File: src/rtl/lock_key_pkg.sv
// Shared types and helpers for the multi-channel lock-key arbiter.
package lock_key_pkg;

    typedef enum logic [2:0] {
        StIdle,
        StReadFifo,
        StParse,
        StWaitAcq,
        StWriteOut,
        StWaitRetry
    } lock_state_e;

    // Counter/index width that never collapses to zero bits.
    function automatic int unsigned clog2_min1(input int unsigned n);
        return (n <= 2) ? 1 : $clog2(n);
    endfunction

    // Output word layout: {fail, channel, entry}.
    function automatic int unsigned ch_lsb_of(input int unsigned entry_width);
        return entry_width;
    endfunction

    function automatic int unsigned fail_bit_of(input int unsigned entry_width,
                                                input int unsigned ch_width);
        return entry_width + ch_width;
    endfunction

endpackage

File: src/rtl/lock_key_rr_arb.sv
// Combinational round-robin picker: first requester at or after ptr, wrapping modulo N.
module lock_key_rr_arb #(
    parameter int unsigned N     = 4,
    parameter int unsigned IDX_W = 2
) (
    input  logic [N-1:0]     req,
    input  logic [IDX_W-1:0] ptr,
    output logic             valid,
    output logic [IDX_W-1:0] index
);

    always_comb begin
        int unsigned cand;
        cand  = 0;
        valid = 1'b0;
        index = '0;
        for (int unsigned off = 0; off < N; off++) begin
            cand = (32'(ptr) + off) % N;
            if (!valid && req[cand]) begin
                valid = 1'b1;
                index = IDX_W'(cand);
            end
        end
    end

endmodule

File: src/rtl/lock_key_arb.sv
// Round-robin lock acquirer over NUM_CHANNELS request FIFOs with bounded retry/backoff.
// Optional event counters are enabled by defining LOCK_KEY_ARB_STATS_EN.
module lock_key_arb
    import lock_key_pkg::*;
#(
    parameter int unsigned NUM_CHANNELS = 4,
    parameter int unsigned ENTRY_WIDTH  = 65,
    parameter int unsigned KEY_LSB      = 32,
    parameter int unsigned KEY_WIDTH    = 32,
    parameter int unsigned WAIT_CYCLES  = 20,
    parameter int unsigned MAX_RETRIES  = 7,
    localparam int unsigned CH_W        = clog2_min1(NUM_CHANNELS),
    localparam int unsigned OUT_WIDTH   = ENTRY_WIDTH + 1 + CH_W
) (
    input  logic                                clk,
    input  logic                                reset,
`ifdef LOCK_KEY_ARB_STATS_EN
    input  logic                                stats_clr,
    output logic [31:0]                         stat_grants,
    output logic [31:0]                         stat_blocks,
    output logic [31:0]                         stat_fails,
`endif
    input  logic [NUM_CHANNELS*ENTRY_WIDTH-1:0] gen_lock_fifo_q,
    input  logic [NUM_CHANNELS-1:0]             gen_lock_fifo_empty,
    output logic [NUM_CHANNELS-1:0]             gen_lock_fifo_rdreq,
    output logic [OUT_WIDTH-1:0]                lock_read_fifo_data,
    input  logic                                lock_read_fifo_full,
    output logic                                lock_read_fifo_wrreq,
    output logic [KEY_WIDTH-1:0]                proc_key,
    output logic                                proc_obtain_key,
    input  logic                                proc_key_grant,
    input  logic                                proc_key_blocked,
    input  logic                                locks_available
);

    localparam int unsigned CH_LSB   = ch_lsb_of(ENTRY_WIDTH);
    localparam int unsigned FAIL_BIT = fail_bit_of(ENTRY_WIDTH, CH_W);
    localparam int unsigned RETRY_W  = clog2_min1(MAX_RETRIES + 1);
    localparam int unsigned TIMER_W  = clog2_min1(WAIT_CYCLES + 1);

    lock_state_e            state_q;
    logic [CH_W-1:0]        rr_ptr_q;
    logic [CH_W-1:0]        ch_q;
    logic [ENTRY_WIDTH-1:0] entry_q;
    logic [TIMER_W-1:0]     timer_q;
    logic [RETRY_W-1:0]     retry_q;

    logic                    pick_valid;
    logic [CH_W-1:0]         pick_idx;
    logic [CH_W-1:0]         next_ptr;
    logic [ENTRY_WIDTH-1:0]  cur_entry;
    logic [OUT_WIDTH-1:0]    out_word;
    logic                    retries_exhausted;

    lock_key_rr_arb #(
        .N     (NUM_CHANNELS),
        .IDX_W (CH_W)
    ) u_rr_arb (
        .req   (~gen_lock_fifo_empty),
        .ptr   (rr_ptr_q),
        .valid (pick_valid),
        .index (pick_idx)
    );

    always_comb begin
        next_ptr = (pick_idx == CH_W'(NUM_CHANNELS - 1)) ? '0 : pick_idx + 1'b1;
        // Non-show-ahead FIFO: the slice is valid the cycle after rdreq.
        cur_entry = gen_lock_fifo_q[ch_q*ENTRY_WIDTH +: ENTRY_WIDTH];
        out_word = '0;
        out_word[CH_LSB +: CH_W] = ch_q;
        out_word[ENTRY_WIDTH-1:0] = entry_q;
        retries_exhausted = (MAX_RETRIES != 0) && (retry_q == RETRY_W'(MAX_RETRIES));
    end

    always_ff @(posedge clk or negedge reset) begin
        if (!reset) begin
            state_q              <= StIdle;
            rr_ptr_q             <= '0;
            ch_q                 <= '0;
            entry_q              <= '0;
            timer_q              <= '0;
            retry_q              <= '0;
            gen_lock_fifo_rdreq  <= '0;
            lock_read_fifo_data  <= '0;
            lock_read_fifo_wrreq <= 1'b0;
            proc_key             <= '0;
            proc_obtain_key      <= 1'b0;
        end else begin
            gen_lock_fifo_rdreq  <= '0;
            lock_read_fifo_wrreq <= 1'b0;
            unique case (state_q)
                StIdle: begin
                    // Skip the cycle that carries the previous write pulse.
                    if (pick_valid && locks_available && !lock_read_fifo_wrreq) begin
                        ch_q                <= pick_idx;
                        rr_ptr_q            <= next_ptr;
                        gen_lock_fifo_rdreq <= NUM_CHANNELS'(1) << pick_idx;
                        state_q             <= StReadFifo;
                    end
                end
                StReadFifo: state_q <= StParse;
                StParse: begin
                    entry_q         <= cur_entry;
                    proc_key        <= cur_entry[KEY_LSB +: KEY_WIDTH];
                    proc_obtain_key <= 1'b1;
                    retry_q         <= '0;
                    state_q         <= StWaitAcq;
                end
                StWaitAcq: begin
                    if (proc_key_grant) begin
                        proc_obtain_key     <= 1'b0;
                        retry_q             <= '0;
                        lock_read_fifo_data <= out_word;
                        state_q             <= StWriteOut;
                    end else if (proc_key_blocked) begin
                        proc_obtain_key <= 1'b0;
                        if (retries_exhausted) begin
                            retry_q             <= '0;
                            lock_read_fifo_data <= out_word | (OUT_WIDTH'(1) << FAIL_BIT);
                            state_q             <= StWriteOut;
                        end else begin
                            timer_q <= TIMER_W'(WAIT_CYCLES);
                            if (retry_q != '1) begin
                                retry_q <= retry_q + 1'b1;
                            end
                            state_q <= StWaitRetry;
                        end
                    end
                end
                StWriteOut: begin
                    if (!lock_read_fifo_full) begin
                        lock_read_fifo_wrreq <= 1'b1;
                        state_q              <= StIdle;
                    end
                end
                StWaitRetry: begin
                    timer_q <= timer_q - 1'b1;
                    if (timer_q == TIMER_W'(1)) begin
                        proc_obtain_key <= 1'b1;
                        state_q         <= StWaitAcq;
                    end
                end
                default: state_q <= StIdle;
            endcase
        end
    end

`ifdef LOCK_KEY_ARB_STATS_EN
    logic ev_grant;
    logic ev_block;
    logic ev_fail;

    always_comb begin
        ev_grant = (state_q == StWaitAcq) && proc_key_grant;
        ev_block = (state_q == StWaitAcq) && proc_key_blocked && !proc_key_grant;
        ev_fail  = (state_q == StWriteOut) && !lock_read_fifo_full &&
                   lock_read_fifo_data[FAIL_BIT];
    end

    always_ff @(posedge clk or negedge reset) begin
        if (!reset) begin
            stat_grants <= '0;
            stat_blocks <= '0;
            stat_fails  <= '0;
        end else if (stats_clr) begin
            stat_grants <= '0;
            stat_blocks <= '0;
            stat_fails  <= '0;
        end else begin
            if (ev_grant && stat_grants != '1) stat_grants <= stat_grants + 1'b1;
            if (ev_block && stat_blocks != '1) stat_blocks <= stat_blocks + 1'b1;
            if (ev_fail && stat_fails != '1) stat_fails <= stat_fails + 1'b1;
        end
    end
`endif

endmodule

File: config.mk
export PLATFORM = sky130hd
export DESIGN_NAME = lock_key_arb
export DESIGN_NICKNAME = d
export VERILOG_FILES = /design/src/rtl/lock_key_pkg.sv /design/src/rtl/lock_key_rr_arb.sv /design/src/rtl/lock_key_arb.sv
export SDC_FILE = /design/constraint.sdc
export NUM_CORES = 1
export LEC_CHECK = 0
export CORE_AREA = 2 2 145 147
export DETAILED_ROUTE_END_ITERATION = 6
export DIE_AREA = 0 0 147 149
export PLACE_DENSITY_LB_ADDON = 0.12
export SLEW_MARGIN = 20
export SYNTH_ARGS = -nofsm -noshare
export SYNTH_HDL_FRONTEND = slang
export SYNTH_SLANG_ARGS = --single-unit
File: constraint.sdc
create_clock -name clk -period 2.24 [get_ports clk]
set_clock_uncertainty 0.2 [all_clocks]
set_input_delay 0.448 -clock clk [delete_from_list [all_inputs] [get_ports clk]]
set_output_delay 0.448 -clock clk [all_outputs]
set_load 0.05 [all_outputs]
* After elaboration in Yosys (flattened, before gate mapping)
Index checks and enable logic that the tools add are counted.
** Cells by class
- Add/sub/neg operators :: 6
- Multipliers :: 1
- Order comparisons :: 4
- Eq/ne operators :: 17
- Shift operators :: 2
- Mux-type cells :: 44
- Bitwise operators :: 1
- Reductions and logical operators :: 21
** Operators with widths (count)
- $shiftx 260x10->65 :: 1
- $mux 68 :: 3
- $mux 3 :: 9
- $pmux 3 s6 :: 1
- $mux 5 :: 3
- $mux 1 :: 14
- $lt 2x3->1 const B :: 4
- $ne 2x2->1 const B :: 6
- $mux 2 :: 5
- $pmux 5 s2 :: 1
- $eq 3x3->1 const B :: 3
- $mul 2x7->9 const B :: 1
- $reduce_and 3->1 :: 3
- $bmux 1 s2 :: 4
- $mux 4 :: 2
- $reduce_and 4->1 :: 2
- $reduce_bool 2->1 :: 4
- $eq 3x2->1 const B :: 2
- $ne 3x3->1 const B :: 2
- $pmux 3 s2 :: 1
- $eq 5x1->1 const B :: 1
- $logic_and 1x1->1 :: 5
- $sub 5x1->5 const B :: 1
- $add 2x1->2 const B :: 2
- 12 further kinds :: 16
** Word-level totals
- Register bits :: 186
- Bits of input ports :: 270
- Output and inout bits :: 106
- Word-level logic and storage cells :: 107

* Logic depth before layout (Yosys ltp)
Gate-level depths: netlist of the first run.
- Word-level depth :: 17
- Depth in mapped cells :: 7
- Mapped depth without buffers :: 5

* Modules after synthesis
From an unflattened synthesis of the first run, not the netlist that was laid out.
** Unflattened totals
- Cell total of the unflattened synthesis :: 527
- Area, all modules :: 8006.4 um^2
** By module, submodules not included
- lock_key_arb :: times used 1, cells each 512, area each 7928.9 um^2, seq. area each 3853.7 um^2
- lock_key_rr_arb :: times used 1, cells each 15, area each 77.6 um^2, seq. area each 0.0 um^2

* Worst setup path before layout of the first run
Ideal clock, no wire load.
- Path type :: register to register
- Start point :: register lock_read_fifo_wrreq
- End point :: register ch_q[0]
- Library setup time :: 0.125 ns
- Arrival :: 1.647 ns
- Data required time :: 1.915 ns
- Path slack :: 0.268 ns
- Cell stages (with the launch flop) :: 5
- Path buffers :: 1
- Clock period less this slack :: 1.972 ns
- Cells stage by stage :: dfrtp_1 nor3b_1 and3_1 clkbuf_1 mux2_2
** Between the ends
- Longest elaborated chain between the ends :: 3
** RTL lines
- start: declaration :: line lock_key_arb.sv:28 : output logic lock_read_fifo_wrreq,
- start signal: assignment :: line lock_key_arb.sv:85 : lock_read_fifo_wrreq <= 1'b0;
- start signal: assignment :: line lock_key_arb.sv:90 : lock_read_fifo_wrreq <= 1'b0;
- start signal: assignment :: line lock_key_arb.sv:132 : lock_read_fifo_wrreq <= 1'b1;
- $logic_not 1->1 :: line lock_key_arb.sv:94 : if (pick_valid && locks_available && !lock_read_fifo_wrreq) begin
- $logic_and 1x1->1 :: line lock_key_arb.sv:94
- $reduce_and 2->1 (no source line)
- end signal: assignment :: line lock_key_arb.sv:95 : ch_q <= pick_idx;
- end: declaration :: line lock_key_arb.sv:43 : logic [CH_W-1:0] ch_q;
Every way passes these cells.
A chain may end at the register's enable or synchronous reset.

* Worst setup path in the final report of the first run
- Start point :: register gen_lock_fifo_rdreq[2]
- End point :: output gen_lock_fifo_rdreq[2]
** RTL lines
- start: declaration :: line lock_key_arb.sv:25 : output logic [NUM_CHANNELS-1:0] gen_lock_fifo_rdreq,
- start signal: assignment :: line lock_key_arb.sv:97 : gen_lock_fifo_rdreq <= NUM_CHANNELS'(1) << pick_idx;
No word-level cell between the ends.

==> results.cfg, run 1 <==
[synthesis]
yosys.area.top_type = sky130_fd_sc_hd__dfrtp_1
post_synthesis_average_cell_area_um2 = 15.9
synth.ff_latch_count = 154
synth_area_mm2 = 0.00803
synth_top_cells_by_area = sky130_fd_sc_hd__dfrtp_1, sky130_fd_sc_hd__mux4_2, sky130_fd_sc_hd__mux2_2, sky130_fd_sc_hd__mux2_4, sky130_fd_sc_hd__buf_4
top_ff_cell_synth = sky130_fd_sc_hd__dfrtp_1
synth.lib_cells_used.distinct = 48
synth_enable_flop_cells = 0
postSynthCellCount = 506
synthesis.yosys.warnings = 0
synth.cells.most_frequent = sky130_fd_sc_hd__dfrtp_1, sky130_fd_sc_hd__mux2_2, sky130_fd_sc_hd__mux4_2
post_synth_arst_share = 1.00
synthesis.nets = 784
synth_seq_area_share = 0.480
synth.most_common_cell = sky130_fd_sc_hd__dfrtp_1
synth_top_cell_area_share = 0.480

[floorplan]
floorplan.initialDensity = 0.391
die_y_um = 149
io-pin-count = 376
die-area_mm2 = 0.0219
core_mm2 = 0.0206
die_width_um = 147
placement_rows = 53

[worst_hold_path]
hold_path_class = register to register
worstHoldEndpoint = lock_read_fifo_data[22]$_DFFE_PN0P_
hold_path.startpoint = lock_read_fifo_data[22]$_DFFE_PN0P_
whs_path_depth = 1

[setup_path]
worst_setup_path_start_kind = register
worst-path-max-fanout = 1
timing.critical_path.to_type = output port
r2r_cells = 6
reg2reg_start = retry_q[1]$_DFFE_PN0P_
r2r-end = lock_read_fifo_data[50]$_DFFE_PN0P_
cpPeakStageDelay_ps = 790
launch_point_of_the_critical_path = gen_lock_fifo_rdreq[2]$_DFF_PN0_
critical_path.cell_chain = clkdlybuf4s50_1
critPathKind = register to output port
worst-path-buf-inv = 1
ff2ff_setup_slack_ps = 130
critical-path-top-delay-family = buffers and inverters
worst_ep_required_time_ps = 1590
cp.arrival_ps = 1540
cpMaxStageDelayCell = sky130_fd_sc_hd__clkdlybuf4s50_1

[grt]
antenna_violations_before_repair = 1
grt_first_pass_wirelength_mm = 34.0
grt_use_total = 0.201
first_global_vias = 6310
grt_start_max_net_pins = 55
overflow = 0

[clock_network]
cts_inserted_buffers = 17
longest_clk_path_bufs = 2
cts_tree = yes
clk_pin_slew_ps = 60
cts_sinks = 154
cts_post_setup_buffers_inserted = 0
ctsHtreeMaxLevel = 4
clock-root-buffer = sky130_fd_sc_hd__clkbuf_16
clock_insertion_delay_worst_skew_ps = 420

[sta]
worst_pin_slew_ps = 567
post-route-worst-setup-slack_ps = 54.9
unrepaired_setup_endpoints_after_global_routing = no
worst_slew_margin_rel = 0.624
min_period_over_period = 0.975
count_of_pins_over_their_slew_limit = 0
max_freq_mhz = 458
period_needed_ps = 2190
setup_viol = 0
finalHoldViolCount = 0
holdWs_ps = 285

[detailed_routing]
postRouteWirelength_mm = 21.9
drt_first_pass_iters = 4
detail_route.drc_violations = 0
detailedRoute.firstIterationViolations = 234
dr_total_vias = 5751
drt.antenna.violating_nets = 0
vias_per_cell = 4.98
routedWlPerCell_um = 18.9

[cells_and_area]
layout-area-overhead-vs-synth_pct = 55.9
post_route_cells_drive_above_1_share = 0.326
fin_cells = 1154
fin_nets = 1143
finish.utilization = 0.609

[job]
max_cap_violations = 0

[place]
preCtsSetupSlack_ps = -146
port-buffer-count = 375
dp.cells = 1120
hpwl_mm = 17.1
place_congestion = 0.833

[pwr]
share_comb_of_total_power = 0.566
max-vdd-ir-drop_mv = 0.797
clock_power_share = 0.164
power_report.internal_total_mw = 10.6
sw_frac_of_total = 0.426
leakage_nw = 5.28
seq_power_share = 0.270
powerDensity_mw_per_mm2 = 1480
total_switching_power_mw = 7.90

[status]
run_status = finished, final reports clean
## layout make-up
| cell class | instances | area, µm² |
|---|---|---|
| fill | 1643 | 8040 |
| timing repair buffer | 405 | 3980 |
| sequential | 154 | 3860 |
| multi-input combinational | 277 | 3670 |
| clock buffer | 22 | 464 |
| tap | 275 | 344 |
| clock inverter | 10 | 165 |
| inverter | 10 | 37.5 |
| antenna | 1 | 2.50 |
## through the flow
step                cell area [µm²]  total power, mW  setup TNS, ps
floorplan                      8030             13.0              0
global placement              12000             16.0           -964
detailed placement            12000             16.2          -1950
CTS                           12500             18.8              0
global route                  12500             19.5              0
finish                        12500             18.5              0
## worst max-delay path by stage
| stage | endpoint | slack, ps | cells after the start |
|---|---|---|---|
| 2_1_floorplan | ch_q[0]$_DFFE_PN0P_ | 270 | 4 |
| 3_3_place_gp | rr_ptr_q[1]$_DFFE_PN0P_ | -50 | 5 |
| 3_5_place_dp | rr_ptr_q[1]$_DFFE_PN0P_ | -150 | 7 |
| 4_1_cts | lock_read_fifo_data[47] | 2 | 1 |
| 5_1_grt | gen_lock_fifo_rdreq[2] | 2 | 1 |
| 6_report | gen_lock_fifo_rdreq[2] | 50 | 1 |
## metal layers
layer  routed length (µm)  GRT usage  share of wire  vias to the layer above
li1                     -          -              -                     2604
met1                 8360      0.233           0.38                     2907
met2                11700      0.365           0.54                      209
met3                 1350     0.0535          0.062                       31
met4                  437     0.0649          0.020                        0
met5                    0          0              0                        -
## flip-flops by register name (all words and copies together) (netlist names)
register	flops
lock_read_fifo_wrreq	1
rr_ptr_q	2
gen_lock_fifo_rdreq	4
ch_q	2
timer_q	5
proc_key	31
entry_q	34
retry_q	3
proc_obtain_key	1
lock_read_fifo_data	68
state_q	3
## cells in the final DEF (no fill, tap or decap), drive strengths merged, types with 2 or more instances in the layout
cell type | Yosys | routed
ha | 8 | 8
o22ai | 2 | 2
o21bai | 2 | 2
dlymetal6s2s | 0 | 5
clkinv | 0 | 2
o21ai | 6 | 6
nor2 | 4 | 4
and2 | 5 | 5
mux4 | 65 | 65
bufinv | 0 | 4
clkbuf | 7 | 22
clkinvlp | 0 | 3
nor2b | 2 | 2
clkdlybuf4s50 | 0 | 271
nand3 | 3 | 3
dlygate4sd2 | 0 | 82
nand2b | 6 | 6
inv | 10 | 11
dfrtp | 154 | 154
buf | 58 | 46
nand2 | 4 | 4
o21ba | 2 | 2
mux2 | 138 | 138
a21oi | 4 | 4
nor3b | 2 | 2
nand3b | 2 | 2
mux2i | 3 | 3
## timing repair
item	in CTS	in global routing
endpoints found under the hold margin	47	0
cloned	0	0
hold buffers	1	0
resized for setup	82	5
setup endpoints to repair	82	5
## logic make-up after synthesis
| group | after synthesis | share of synthesized area |
|---|---|---|
| muxes | 206 | 0.391 |
| and+or+nand+nor | 38 | 0.0302 |
| adders and majority gates | 8 | 0.0125 |
| AOI/OAI and AO/OA | 24 | 0.0207 |
| DFF | 154 | 0.480 |
| buffers and inverters | 75 | 0.0645 |
| xor gates and xnor gates | 1 | 0.00109 |
## power by group through the flow
stage	sequential [mW]	combinational [mW]	clock [mW]
CTS	5.02	10.6	3.11
global placement	5.01	11.0	0
floorplan	7.10	5.93	0
finish	5.00	10.5	3.04
global route	5.19	11.0	3.23
detailed placement	5.08	11.1	0
(Power assumes the default switching activity.)
==> inputs of run 2 (changes only) <==
--- a/config.mk
+++ b/config.mk
@@ -5,7 +5,9 @@
 export SDC_FILE = /design/constraint.sdc
 export NUM_CORES = 1
 export LEC_CHECK = 0
+export CAP_MARGIN = 20
 export CORE_AREA = 2 2 145 147
+export CTS_BUF_LIST = sky130_fd_sc_hd__clkbuf_8 sky130_fd_sc_hd__clkbuf_16
 export DETAILED_ROUTE_END_ITERATION = 6
 export DIE_AREA = 0 0 147 149
 export PLACE_DENSITY_LB_ADDON = 0.12
==> run 2 against run 1 <==
  * Cell area did not move
  * Clock-buffer cell count shrank 3
  * First-iteration DRC count did not move
  * Critical endpoint unchanged
==> results.cfg, run 2 (same netlist as run 1, synthesis figures left out) <==
[floorplan]
floorplan.initialDensity = 0.391
die_y_um = 149
io-pin-count = 376
placement_rows = 53
die_width_um = 147
die-area_mm2 = 0.0219
core_mm2 = 0.0206

[pwr]
powerDensity_mw_per_mm2 = 1480
leakage_nw = 5.29
power_report.internal_total_mw = 10.6
total_switching_power_mw = 7.90
max-vdd-ir-drop_mv = 0.792
share_comb_of_total_power = 0.567
seq_power_share = 0.270
report.power.total_mw = 18.5
sw_frac_of_total = 0.427
clock_power_share = 0.163

[clock_network]
clk_pin_slew_ps = 60
longest_clk_path_bufs = 2
cts_sinks = 154
ctsHtreeMaxLevel = 4
clock-root-buffer = sky130_fd_sc_hd__clkbuf_16
clock_insertion_delay_worst_skew_ps = 420
cts_tree = yes
cts_inserted_buffers = 17
cts_post_setup_buffers_inserted = 0

[setup_path]
critPathKind = register to output port
critical_path.cell_chain = clkdlybuf4s50_1
worst-path-max-fanout = 1
worst-path-buf-inv = 1
worst_ep_required_time_ps = 1590
cpPeakStageDelay_ps = 790
timing.critical_path.to_type = output port
cpMaxStageDelayCell = sky130_fd_sc_hd__clkdlybuf4s50_1
cp.arrival_ps = 1540
critical-path-top-delay-family = buffers and inverters
worst_setup_path_start_kind = register
ff2ff_setup_slack_ps = 130

[detailed_routing]
drt_first_pass_iters = 4
vias_per_cell = 4.98
detailedRoute.firstIterationViolations = 234
routedWlPerCell_um = 18.9
postRouteWirelength_mm = 21.9
drt.antenna.violating_nets = 0
dr_total_vias = 5751
detail_route.drc_violations = 0

[grt]
antenna_violations_before_repair = 1
busiest_layer = met2
grt_use_met3 = 0.0535
globalRouteMet2Util = 0.365
grt_use_total = 0.201
first_global_vias = 6310
met1_usage = 0.233
grt_first_pass_wirelength_mm = 34.0
overflow = 0
grt_start_max_net_pins = 55

[worst_hold_path]
hold_path_class = register to register

[status]
run_status = finished, final reports clean

[job]
max_cap_violations = 0

[cells_and_area]
fin_cells = 1154
fillers = 1643
biggest_registers_after_layout = lock_read_fifo_data (68), entry_q (34), proc_key (31)
post_route_cells_drive_above_1_share = 0.326
final_common_cell = sky130_fd_sc_hd__clkdlybuf4s50_1
layout.cells.most_common_list = sky130_fd_sc_hd__clkdlybuf4s50_1, sky130_fd_sc_hd__dfrtp_1, sky130_fd_sc_hd__mux2_2
fin_nets = 1143
largest_reg_flops = 68
max_flop_register = lock_read_fifo_data
layout-area-overhead-vs-synth_pct = 55.9

[sta]
worst_slew_margin_rel = 0.624
worst_pin_slew_ps = 567
finalHoldViolCount = 0
max_freq_mhz = 458
count_of_pins_over_their_slew_limit = 0
setup_viol = 0
min_period_over_period = 0.976
unrepaired_setup_endpoints_after_global_routing = no
period_needed_ps = 2190

[place]
dp.cells = 1120
hpwl_mm = 17.1
place_congestion = 0.833
port-buffer-count = 375
==> run 2: cell count changes in the layout (fill, tap and decap cells not counted) <==
cell	change
sky130_fd_sc_hd__clkbuf_1	-3
sky130_fd_sc_hd__inv_1	+3
==> run 2: what timing repair did <==
action | 4_1_cts | 5_1_grt
cloned | 0 | 0
endpoints found under the hold margin | 47 | 0
hold buffers | 1 | 0
setup endpoints to repair | 82 | 5
resized for setup | 82 | 5
pin swaps | 0 | 0
==> run 2: power groups by stage <==
stage          clock network (mW)  registers (mW)  logic, mW
4_1_cts                      3.10            5.02       10.6
3_5_place_dp                    0            5.08       11.1
6_report                     3.03            5.00       10.5
3_3_place_gp                    0            5.01       11.0
5_1_grt                      3.22            5.19       11.0
2_1_floorplan                   0            7.10       5.93
==> run 2: cell type report <==
cell class	instances	area [µm²]	share of cell area
antenna	1	2.50	0.000200
inverter	10	37.5	0.00300
clock inverter	13	176	0.0141
clock buffer	19	453	0.0362
multi-input combinational	277	3670	0.293
tap	275	344	0.0275
sequential	154	3860	0.308
timing repair buffer	405	3980	0.318
==> run 2: per-stage QoR <==
step / hold slack [ps] / utilization / worst slack, ps / setup TNS (ps) / instance area (µm²)
floorplan: -47.6 / - / 268 / 0 / 8030
global placement: 247 / 0.582 / -53.0 / -964 / 12000
detailed placement: 267 / 0.582 / -146 / -1950 / 12000
CTS: 294 / 0.608 / 1.68 / 0 / 12500
global route: 319 / 0.609 / 1.89 / 0 / 12500
finish: 285 / 0.609 / 54.7 / 0 / 12500
==> run 2: per-layer routing <==
layer  up-vias  wire [µm]
li1       2604          -
met1      2907       8360
met2       209      11700
met3        31       1350
met4         0        437
met5         -          0
==> run 2: path summary, 6_finish.rpt <==
check,depth (start not counted),endpoint,startpoint
hold / removal,1,lock_read_fifo_data[22]$_DFFE_PN0P_,lock_read_fifo_data[22]$_DFFE_PN0P_
setup reg to reg,6,lock_read_fifo_data[50]$_DFFE_PN0P_,retry_q[1]$_DFFE_PN0P_
hold reg to reg,1,lock_read_fifo_data[22]$_DFFE_PN0P_,lock_read_fifo_data[22]$_DFFE_PN0P_
setup / recovery,1,gen_lock_fifo_rdreq[2],gen_lock_fifo_rdreq[2]$_DFF_PN0_
max in group asynchronous,3,entry_q[22]$_DFFE_PN0N_,reset
min in group asynchronous,2,proc_key[8]$_DFFE_PN0N_,reset
